**config.mk**
```make
export PLATFORM = sky130hd
export DESIGN_NAME = axis_sample_batcher
export DESIGN_NICKNAME = d
export VERILOG_FILES = /design/src/rtl/batcher_pkg.sv /design/src/rtl/batcher_fifo.sv /design/src/rtl/axis_sample_batcher.sv
export SDC_FILE = /design/constraint.sdc
export NUM_CORES = 2
export LEC_CHECK = 0
export CORE_ASPECT_RATIO = 0.75
export CORE_UTILIZATION = 40
export DETAILED_ROUTE_END_ITERATION = 6
export PLACE_DENSITY = 0.55
export SLEW_MARGIN = 0
export SYNTH_ARGS = -nofsm -noshare
export SYNTH_HDL_FRONTEND = slang
export SYNTH_SLANG_ARGS = --single-unit
```
**constraint.sdc**
```tcl
create_clock -name aclk -period 12.6 [get_ports aclk]
set_clock_uncertainty 0.05 [all_clocks]
set_input_delay 2.52 -clock aclk [delete_from_list [all_inputs] [get_ports aclk]]
set_output_delay 2.52 -clock aclk [all_outputs]
set_load 0.02 [all_outputs]
```
**src/rtl/batcher_pkg.sv**
```systemverilog
// Shared definitions for the sample batcher.
//   batcher_state_t : output framer states
//   DEFAULT_MAGIC   : first header word of every frame
//   SEQ_W / LEN_W   : header field widths (sequence number, batch length)
//   DROP_W          : width of the saturating drop counter
package batcher_pkg;

    typedef enum logic [2:0] {
        IDLE      = 3'd0,
        HDR_MAGIC = 3'd1,
        HDR_INFO  = 3'd2,
        DATA_HI   = 3'd3,
        DATA_LO   = 3'd4,
        CHECKSUM  = 3'd5
    } batcher_state_t;

    localparam logic [31:0] DEFAULT_MAGIC = 32'h5344524D;
    localparam int SEQ_W  = 16;
    localparam int LEN_W  = 8;
    localparam int DROP_W = 16;

endpackage

```
**src/rtl/batcher_fifo.sv**
```systemverilog
// Single-clock first-word-fall-through record FIFO.
// Ports:
//   clk, rst_n      : clock, synchronous active-low reset
//   push, wdata     : write request (ignored while full)
//   pop             : read request (ignored while empty)
//   head            : oldest entry, valid whenever !empty
//   next_head       : entry behind head, valid when count >= 2
//   count           : registered occupancy 0..DEPTH
//   full, empty     : decoded from count
// DEPTH must be a power of two (pointers wrap naturally) and at least 2.
module batcher_fifo #(
    parameter int W     = 64,
    parameter int DEPTH = 32,
    parameter int CW    = $clog2(DEPTH) + 1
) (
    input  logic          clk,
    input  logic          rst_n,
    input  logic          push,
    input  logic [W-1:0]  wdata,
    input  logic          pop,
    output logic [W-1:0]  head,
    output logic [W-1:0]  next_head,
    output logic [CW-1:0] count,
    output logic          full,
    output logic          empty
);

    localparam int AW = $clog2(DEPTH);

    logic [W-1:0]  mem [DEPTH];
    logic [AW-1:0] wr_ptr;
    logic [AW-1:0] rd_ptr;
    logic [AW-1:0] rd_ptr_nxt;
    logic          push_ok;
    logic          pop_ok;

    assign full       = (count == CW'(DEPTH));
    assign empty      = (count == '0);
    assign push_ok    = push && !full;
    assign pop_ok     = pop && !empty;
    assign rd_ptr_nxt = rd_ptr + AW'(1);
    assign head       = mem[rd_ptr];
    // The framer needs the following record's upper half in the same cycle
    // it pops the current one, so the second entry is exposed as well.
    assign next_head  = mem[rd_ptr_nxt];

    always_ff @(posedge clk) begin
        if (push_ok) begin
            mem[wr_ptr] <= wdata;
        end
    end

    always_ff @(posedge clk) begin
        if (!rst_n) begin
            wr_ptr <= '0;
            rd_ptr <= '0;
            count  <= '0;
        end else begin
            if (push_ok) begin
                wr_ptr <= wr_ptr + AW'(1);
            end
            if (pop_ok) begin
                rd_ptr <= rd_ptr_nxt;
            end
            case ({push_ok, pop_ok})
                2'b10:   count <= count + CW'(1);
                2'b01:   count <= count - CW'(1);
                default: ;
            endcase
        end
    end

endmodule

```
**src/rtl/axis_sample_batcher.sv**
```systemverilog
// Collects 64-bit sample records into batches of BATCH_LEN and emits each
// batch as a 32-bit AXI-Stream frame:
//   MAGIC, {frame_seq, 8'h00, BATCH_LEN}, then hi/lo words per record.
// Optional macro BATCHER_CHECKSUM_EN appends a trailer word holding the
// mod-2^32 sum of all header and data words; tlast then sits on the trailer.
// Ports:
//   aclk, aresetn            : clock, synchronous active-low reset
//   s_axis_tdata/tvalid/tready : record input; tready = FIFO not full
//   m_axis_tdata/tvalid/tready/tlast : registered frame output
//   drop_count               : saturating count of records lost on full FIFO
//   frame_seq                : sequence number of the next frame to be sent
// Handshake: a word transfers on a rising edge where tvalid && tready; while
// tvalid && !tready the output word and tlast are held unchanged.
module axis_sample_batcher
    import batcher_pkg::*;
#(
    parameter int          BATCH_LEN  = 16,
    parameter int          FIFO_DEPTH = 32,
    parameter logic [31:0] MAGIC      = DEFAULT_MAGIC
) (
    input  logic              aclk,
    input  logic              aresetn,
    input  logic [63:0]       s_axis_tdata,
    input  logic              s_axis_tvalid,
    output logic              s_axis_tready,
    output logic [31:0]       m_axis_tdata,
    output logic              m_axis_tvalid,
    input  logic              m_axis_tready,
    output logic              m_axis_tlast,
    output logic [DROP_W-1:0] drop_count,
    output logic [SEQ_W-1:0]  frame_seq
);

    localparam int               CW        = $clog2(FIFO_DEPTH) + 1;
    localparam logic [CW-1:0]    BATCH_CNT = CW'(BATCH_LEN);
    localparam logic [LEN_W-1:0] LEN_FIELD = LEN_W'(BATCH_LEN);
    localparam logic [LEN_W-1:0] LAST_IDX  = LEN_W'(BATCH_LEN - 1);

    batcher_state_t    state_q, state_d;
    logic [31:0]       data_d;
    logic              valid_d, last_d;
    logic [LEN_W-1:0]  rec_q, rec_d;
    logic [SEQ_W-1:0]  seq_q;
    logic [DROP_W-1:0] drop_q;
    logic              fire, push, pop;
    logic              frame_done, more, seq_inc, start_frame;
    logic [63:0]       head, next_head;
    logic [CW-1:0]     count;
    logic              full, empty;
    logic              unused_fifo;

    assign s_axis_tready = !full;
    assign push          = s_axis_tvalid && !full;
    assign fire          = m_axis_tvalid && m_axis_tready;
    assign drop_count    = drop_q;
    assign frame_seq     = seq_q;
    assign unused_fifo   = &{1'b0, next_head[31:0], empty};

    batcher_fifo #(
        .W     (64),
        .DEPTH (FIFO_DEPTH),
        .CW    (CW)
    ) u_fifo (
        .clk       (aclk),
        .rst_n     (aresetn),
        .push      (push),
        .wdata     (s_axis_tdata),
        .pop       (pop),
        .head      (head),
        .next_head (next_head),
        .count     (count),
        .full      (full),
        .empty     (empty)
    );

`ifdef BATCHER_CHECKSUM_EN
    logic [31:0] acc_q;

    // Start-of-frame clear wins over the add of the previous frame's trailer.
    always_ff @(posedge aclk) begin
        if (!aresetn) begin
            acc_q <= '0;
        end else if (start_frame) begin
            acc_q <= '0;
        end else if (fire) begin
            acc_q <= acc_q + m_axis_tdata;
        end
    end
`endif

    // state_q names the word currently presented on the output registers.
    always_comb begin
        state_d     = state_q;
        data_d      = m_axis_tdata;
        valid_d     = m_axis_tvalid;
        last_d      = m_axis_tlast;
        rec_d       = rec_q;
        pop         = 1'b0;
        frame_done  = 1'b0;
        more        = 1'b0;
        seq_inc     = 1'b0;
        start_frame = 1'b0;
        case (state_q)
            IDLE: begin
                if (count >= BATCH_CNT) begin
                    state_d     = HDR_MAGIC;
                    data_d      = MAGIC;
                    valid_d     = 1'b1;
                    last_d      = 1'b0;
                    start_frame = 1'b1;
                end
            end
            HDR_MAGIC: begin
                if (fire) begin
                    state_d = HDR_INFO;
                    data_d  = {seq_q, 8'h00, LEN_FIELD};
                end
            end
            HDR_INFO: begin
                if (fire) begin
                    state_d = DATA_HI;
                    data_d  = head[63:32];
                    rec_d   = '0;
                end
            end
            DATA_HI: begin
                if (fire) begin
                    state_d = DATA_LO;
                    data_d  = head[31:0];
`ifdef BATCHER_CHECKSUM_EN
                    last_d  = 1'b0;
`else
                    last_d  = (rec_q == LAST_IDX);
`endif
                end
            end
            DATA_LO: begin
                if (fire) begin
                    pop = 1'b1;
                    if (rec_q != LAST_IDX) begin
                        state_d = DATA_HI;
                        data_d  = next_head[63:32];
                        rec_d   = rec_q + LEN_W'(1);
                    end else begin
`ifdef BATCHER_CHECKSUM_EN
                        state_d = CHECKSUM;
                        data_d  = acc_q + m_axis_tdata;
                        last_d  = 1'b1;
`else
                        // count still includes the record popped this cycle.
                        frame_done = 1'b1;
                        more       = (count > BATCH_CNT);
`endif
                    end
                end
            end
`ifdef BATCHER_CHECKSUM_EN
            CHECKSUM: begin
                if (fire) begin
                    frame_done = 1'b1;
                    more       = (count >= BATCH_CNT);
                end
            end
`endif
            default: begin
                state_d = IDLE;
                valid_d = 1'b0;
                last_d  = 1'b0;
            end
        endcase

        // Final word accepted: chain straight into the next frame when a
        // full batch is already resident, otherwise fall back to IDLE.
        if (frame_done) begin
            seq_inc = 1'b1;
            last_d  = 1'b0;
            if (more) begin
                state_d     = HDR_MAGIC;
                data_d      = MAGIC;
                valid_d     = 1'b1;
                start_frame = 1'b1;
            end else begin
                state_d = IDLE;
                data_d  = '0;
                valid_d = 1'b0;
            end
        end
    end

    always_ff @(posedge aclk) begin
        if (!aresetn) begin
            state_q       <= IDLE;
            m_axis_tdata  <= '0;
            m_axis_tvalid <= 1'b0;
            m_axis_tlast  <= 1'b0;
            rec_q         <= '0;
            seq_q         <= '0;
            drop_q        <= '0;
        end else begin
            state_q       <= state_d;
            m_axis_tdata  <= data_d;
            m_axis_tvalid <= valid_d;
            m_axis_tlast  <= last_d;
            rec_q         <= rec_d;
            if (seq_inc) begin
                seq_q <= seq_q + SEQ_W'(1);
            end
            if (s_axis_tvalid && full && (drop_q != '1)) begin
                drop_q <= drop_q + DROP_W'(1);
            end
        end
    end

endmodule
```
==> After elaboration in Yosys (flattened, before gate mapping) <==
Memory sizes are Yosys's and may differ from the RTL's. A register that Yosys moved wholly into a read port is not among the register bits.
Cells that the tools add are included.
{ "op_classes": {"addsub": 7, "multipliers": 0, "n_div": 0, "magnitude_cmp": 2, "eq_ne": 22, "shifts": 0, "n_mux": 43, "n_bitwise": 2, "n_reduce_logical": 21} }
{ "op_table": {"columns": ["cell", "n"], "rows": [
  ["two-way mux 32 bit", 7],
  ["one-hot mux 32 bit (5 select lines)", 1],
  ["adder 16 x 1 -> 16 bit (second input constant)", 2],
  ["two-way mux 31 bit", 1],
  ["two-way mux 8 bit", 3],
  ["two-way mux 3 bit", 7],
  ["!= test 3 bit (second input constant)", 6],
  ["two-way mux 1 bit", 17],
  ["!= test 16 bit (second input constant)", 1],
  ["one-hot mux 8 bit (2 select lines)", 1],
  ["one-hot mux 3 bit (5 select lines)", 1],
  ["one-hot mux 6 bit (2 select lines)", 1],
  ["adder 5 x 1 -> 5 bit (second input constant)", 2],
  ["two-way mux 5 bit", 2],
  ["!= test 2 bit (second input constant)", 5],
  ["adder 8 x 1 -> 8 bit (second input constant)", 1],
  ["== test 8 x 4 -> 1 bit (second input constant)", 1],
  ["!= test 8 x 4 -> 1 bit (second input constant)", 1],
  ["AND reduction 7 bit", 1],
  ["adder 6 x 1 -> 6 bit (second input constant)", 1],
  ["== test 3 x 2 -> 1 bit (second input constant)", 2],
  ["== test 6 bit (second input constant)", 1],
  [">= comparator 6 x 5 -> 1 bit (second input constant)", 1],
  ["greater-than comparator 6 x 5 -> 1 bit (second input constant)", 1],
  ["other kinds (22)", 30]
]} }
{ "totals": {"register_bits": 93, "latchBits": 0, "ramBits": 2048, "mem_bits_ro": 0, "output_inout_bits": 67, "mem_count": 1} }
{ "mem_list": {"columns": ["name", "words", "width", "rd", "rd_ports_with_merged_regs", "write_ports", "line_no", "source"], "rows": [
  ["u_fifo.mem", 32, 64, 2, 1, 1, "batcher_fifo.sv:30", "logic [W-1:0] mem [DEPTH];"]
]} }

==> Depth between registers and ports, before layout <==
{ "logic_depth": {"word_depth": 6, "ltp_mapped": 16, "depth_no_buf": 13} }

==> Modules after synthesis <==
From an unflattened synthesis, not the netlist that was laid out.
{ "unflattened": {"hier_cells": 4901, "area_unflattened_um2": 99300.2} }
{ "by_module_without_submodules": {"columns": ["mod", "instances", "cells_per_inst", "area_per_inst_um2", "seq_area_each_um2"], "rows": [
  ["batcher_fifo", 1, 4397, 95057.4, 61919.4],
  ["axis_sample_batcher", 1, 504, 4242.8, 1541.5]
]} }

==> Worst setup path after synthesis <==
No wires, ideal clock.
{ "synth_timing": {"kind": "input port to flip-flop", "from": "input s_axis_tvalid", "to": "memory u_fifo.mem[15][0], enable pin", "arrival_time_ps": 5889, "t_required_ps": 12062, "slack_ps": 6174, "path_stages": 4, "cell_sequence": "and2_1 clkbuf_1 nand2_1 nor2_1"} }
{ "synth_between": {"elab_chain_len": 4} }
{ "synth_lines": {"columns": ["item", "line_no", "source"], "rows": [
  ["start: declaration", "axis_sample_batcher.sv:24", "input logic s_axis_tvalid,"],
  ["logical AND 1 bit", "axis_sample_batcher.sv:53", "assign push = s_axis_tvalid && !full;"],
  ["logical AND 1 bit", "batcher_fifo.sv:39", "assign push_ok = push && !full;"],
  ["two-way mux 1 bit", "batcher_fifo.sv:48", "if (push_ok) begin"],
  ["two-way mux 1 bit (implied by the code)", "batcher_fifo.sv:49", "mem[wr_ptr] <= wdata;"],
  ["end: declaration", "batcher_fifo.sv:30", null]
]} }
Every way passes these cells.

==> Worst setup path in the final report <==
{ "layout_timing": {"from": "input s_axis_tvalid", "to": "memory u_fifo.mem[10][26], enable pin"} }
The elaborated chain is that of the path after synthesis.

==> results.md <==
- CP startpoint: s_axis_tvalid
- Number of hold violations in the final report: 0
- Crit path kind: in2reg
- Largest area contributor in the netlist: edfxtp_1
- Initial DRT Pass Iterations: 7
- P per Cell Area: 142.2 nW/um^2
- DR DRC count: 2
- Number of hold buffers added after CTS: 0
- Root buffer cell: clkbuf_16
- Post-route minimum period: ~6000 ps
- Layout area overhead: 13.72%
- Post-synth cell types: 78
- Stages on worst setup path: 5
- Pins over their slew limit: 0
- Cell family with most CP delay: simple AND/OR/NAND/NOR gates
- Slowest cell on crit path: nor2_4
- Net Count, Synth: 4,641
- Data arrival time of the critical path: 6340 ps
- CTS max path bufs: 4
- Worst-Skew Late Latency: 880 ps
- Nets: 4,879
- Worst Hold Class: reg2reg
- Mapped cell area: 90,690 sq um
- GPL Wtd Cong: approximately 0.85
- Drt total wl: 307,900 um
- Layout cell share with drive strength beyond 1: between 20% and 30%
- Critical path's largest stage delay: 1190 ps
- Tcrit/Tclk final: 47.23%
- Fin Setup TNS: 0 ps
- Core area: 224,100 sq um
- TritonCTS Sinks: 2,146
- Violated checks: design-rule violations
- Leak: 30.47 nW
- R2r setup slk: 7050 ps
- Peak Freq: 0.1681 GHz
- IO Port Bufs: ~130
- CTS tree: done
- Post-CTS Setup Bufs: 0
- Chip height: 414.4 um
- Largest net degree at the start of global routing: 98
- Post-synthesis sequential area ratio: 69.98%
- Max VDD drop: 114.7 uV
- Switching portion of total power: 20.87%
- Antenna-violating nets left: 0
- Reg-to-Reg End: m_axis_tdata[28]
- # resized after CTS: 0
- GRT Total Usage: between 20% and 30%
- Post-synth top area share: between 60% and 70%
- Post-synth EDFFs: 2,048
- Syn Inst Count: approximately 4,600
- Clock network power share: between 40% and 50%
- Die W: 551.8 um
- Hpwl dp: 180,700 um
- Worst setup endpoint: u_fifo.mem[10][26]
- Net Sw Power: 0.003061 W
- Vias in the first global route: ~50,000
- Async set-or-reset flop fraction in the synthesized netlist: 0%
- Dominant register cell in the synthesized netlist: edfxtp_1
- Crit path required time: between 10,000 and 15,000 ps
- Most common cell after layout, fill and taps aside: edfxtp_1
- Crit path launch type: input port
- CP Capture Type: register
- Vias per std cell: around 6.5
- Rows: 150
- Final setup fails: 0
- Internal power: 0.01160 W
- Combinational group share of total power: under 10%
- Cells on worst reg2reg path: 8
- Initial Util: 40.47%
- H-tree levels: 4
- Hold_ws: 469.4 ps
- Syn avg cell area: approximately 20 sq um
- Crit path buffers/inverters: 2
- First-pass GRT wire length: 421,300 um
- Worst-margin pin slew: 1406 ps
- CTS Buf Count: about 220
- Worst Hold Launch: rec_q[1]
- DRC marker count from the first detailed-route iteration: a little under 8,000
- Yosys reg bits: 2,146
- Worst reg2reg path startpoint: u_fifo.rd_ptr[0]
- Die ar.: 228,700 sq um
- GR Overflow Total: 0
- Worst rel slew slack: around 6.0%
- CP Max Fanout: between 40 and 50
- Most frequent cells in the layout: edfxtp_1, mux4_2, clkbuf_16
- Wire per inst: 38.82 um
- DR vias: roughly 50,000
- # Max-Cap Violations: 0
- Yosys warnings: 0
- Top cells by area, synth: edfxtp_1, mux4_2, dfxtp_1
- RSZ-0062 raised after global routing: no
- Reg power frac: 53.8%
- Clk slew on worst S/H paths: 60 ps
- Status: finished, violations left
- Critical path cell sequence: clkdlybuf4s50_1, and2_1, nand2_1, nor2_4, buf_4
- # IOs: ~140
- Initial antenna violation count: 23
power groups by stage:
| stage | Combinational [W] | Clock [W] | Sequential (W) |
|---|---|---|---|
| floorplan | 0.000101 | 0 | 0.00804 |
| global placement | 0.000359 | 0 | 0.00804 |
| detailed placement | 0.000363 | 0 | 0.00804 |
| CTS | 0.000364 | 0.00648 | 0.00789 |
| global route | 0.000384 | 0.00674 | 0.00789 |
| finish | 0.000368 | 0.00641 | 0.00789 |
worst reg2reg max path, delay by kind of cell, from the launching register on:
| kind | cells | cell delay, ps |
|---|---|---|
| flops | 1 | 650 |
| compound gates | 2 | 310 |
| buf+inv | 3 | 2420 |
| simple gates | 1 | 1070 |
| mux | 2 | 920 |
registers in the layout (all words and copies together) (netlist names), named ones only:
signal         flops
state_q            3
u_fifo.mem      2048
m_axis_tlast       1
rec_q              8
u_fifo.rd_ptr      5
m_axis_tvalid      1
u_fifo.count       6
m_axis_tdata      32
drop_count        16
frame_seq         16
u_fifo.wr_ptr      5
area by class of cell:
type                            count  area (sq um)
Tap cell                         2964          3709
Inverter                           10         37.54
Sequential cell                  2146         63480
Timing Repair Buffer              319          2843
Multi-Input combinational cell   2108         26220
Fill cell                       18890        121000
Clock inverter                    111          1067
Antenna cell                        5         12.51
Clock buffer                      269          5762
cells in the mapped netlist, types with 5 or more instances:
| master | instances |
|---|---|
| a2111oi_0 | 10 |
| a211oi_1 | 16 |
| a21boi_0 | 9 |
| a21boi_1 | 5 |
| a21oi_1 | 92 |
| a221oi_1 | 6 |
| a22o_1 | 15 |
| a22oi_1 | 109 |
| a31oi_1 | 41 |
| a32o_1 | 5 |
| a32oi_1 | 8 |
| and2_1 | 42 |
| and3_1 | 25 |
| buf_1 | 42 |
| buf_2 | 129 |
| buf_4 | 31 |
| clkbuf_1 | 97 |
| dfxtp_1 | 98 |
| edfxtp_1 | 2048 |
| ha_1 | 10 |
| inv_1 | 9 |
| mux2_2 | 27 |
| mux2i_1 | 157 |
| mux4_2 | 757 |
| nand2_1 | 201 |
| nand2b_1 | 11 |
| nand3_1 | 86 |
| nand3b_1 | 6 |
| nand4_1 | 18 |
| nor2_1 | 102 |
| nor2b_1 | 21 |
| nor3_1 | 39 |
| nor4_1 | 15 |
| o2111ai_1 | 6 |
| o211ai_1 | 9 |
| o21ai_0 | 80 |
| o22ai_1 | 49 |
| o32ai_1 | 6 |
| or3_1 | 15 |
| xnor2_1 | 23 |
| xor2_1 | 19 |
routing by layer:
layer	wire length, um	global-route usage [%]	part of all wire, %	vias up
met5	57	0	0.019	-
met3	32190	6.446	10	471
met1	128900	39.39	42	27980
met4	10030	8.000	3.3	10
met2	136700	39.40	44	3124
li1	-	-	-	19870
how the worst min path moves through the flow:
stage	cells past startpoint	end	slack [ps]
after CTS	2	rec_q[1]	470
after global placement	2	rec_q[1]	430
final	2	rec_q[1]	470
after floorplan	2	rec_q[1]	420
after detailed placement	2	rec_q[0]	460
after global routing	2	rec_q[0]	510
through the flow:
step	std cells	setup slack, ps	util (%)	area (sq um)	power [W]
2_1_floorplan	4563	6174	-	90690	0.008137
3_3_place_gp	7547	5965	42.97	96290	0.008401
3_5_place_dp	7547	5849	42.97	96290	0.008406
4_1_cts	7927	6710	46.02	103100	0.01474
5_1_grt	7929	6662	46.02	103100	0.01501
6_report	7932	6649	46.02	103100	0.01466
kinds of logic (layout without fill, tap and decap cells):
group	count (synthesis)	count (layout)	synth area share, %
compound gates	501	501	3.671
xor+xnor	42	42	0.4056
fa+ha+maj	10	10	0.1380
buf+inv	309	709	1.585
flops	2146	2146	69.98
mux	941	941	20.87
other cells	0	5	0
simple gates	614	614	3.358
(Power assumes the default switching activity.)
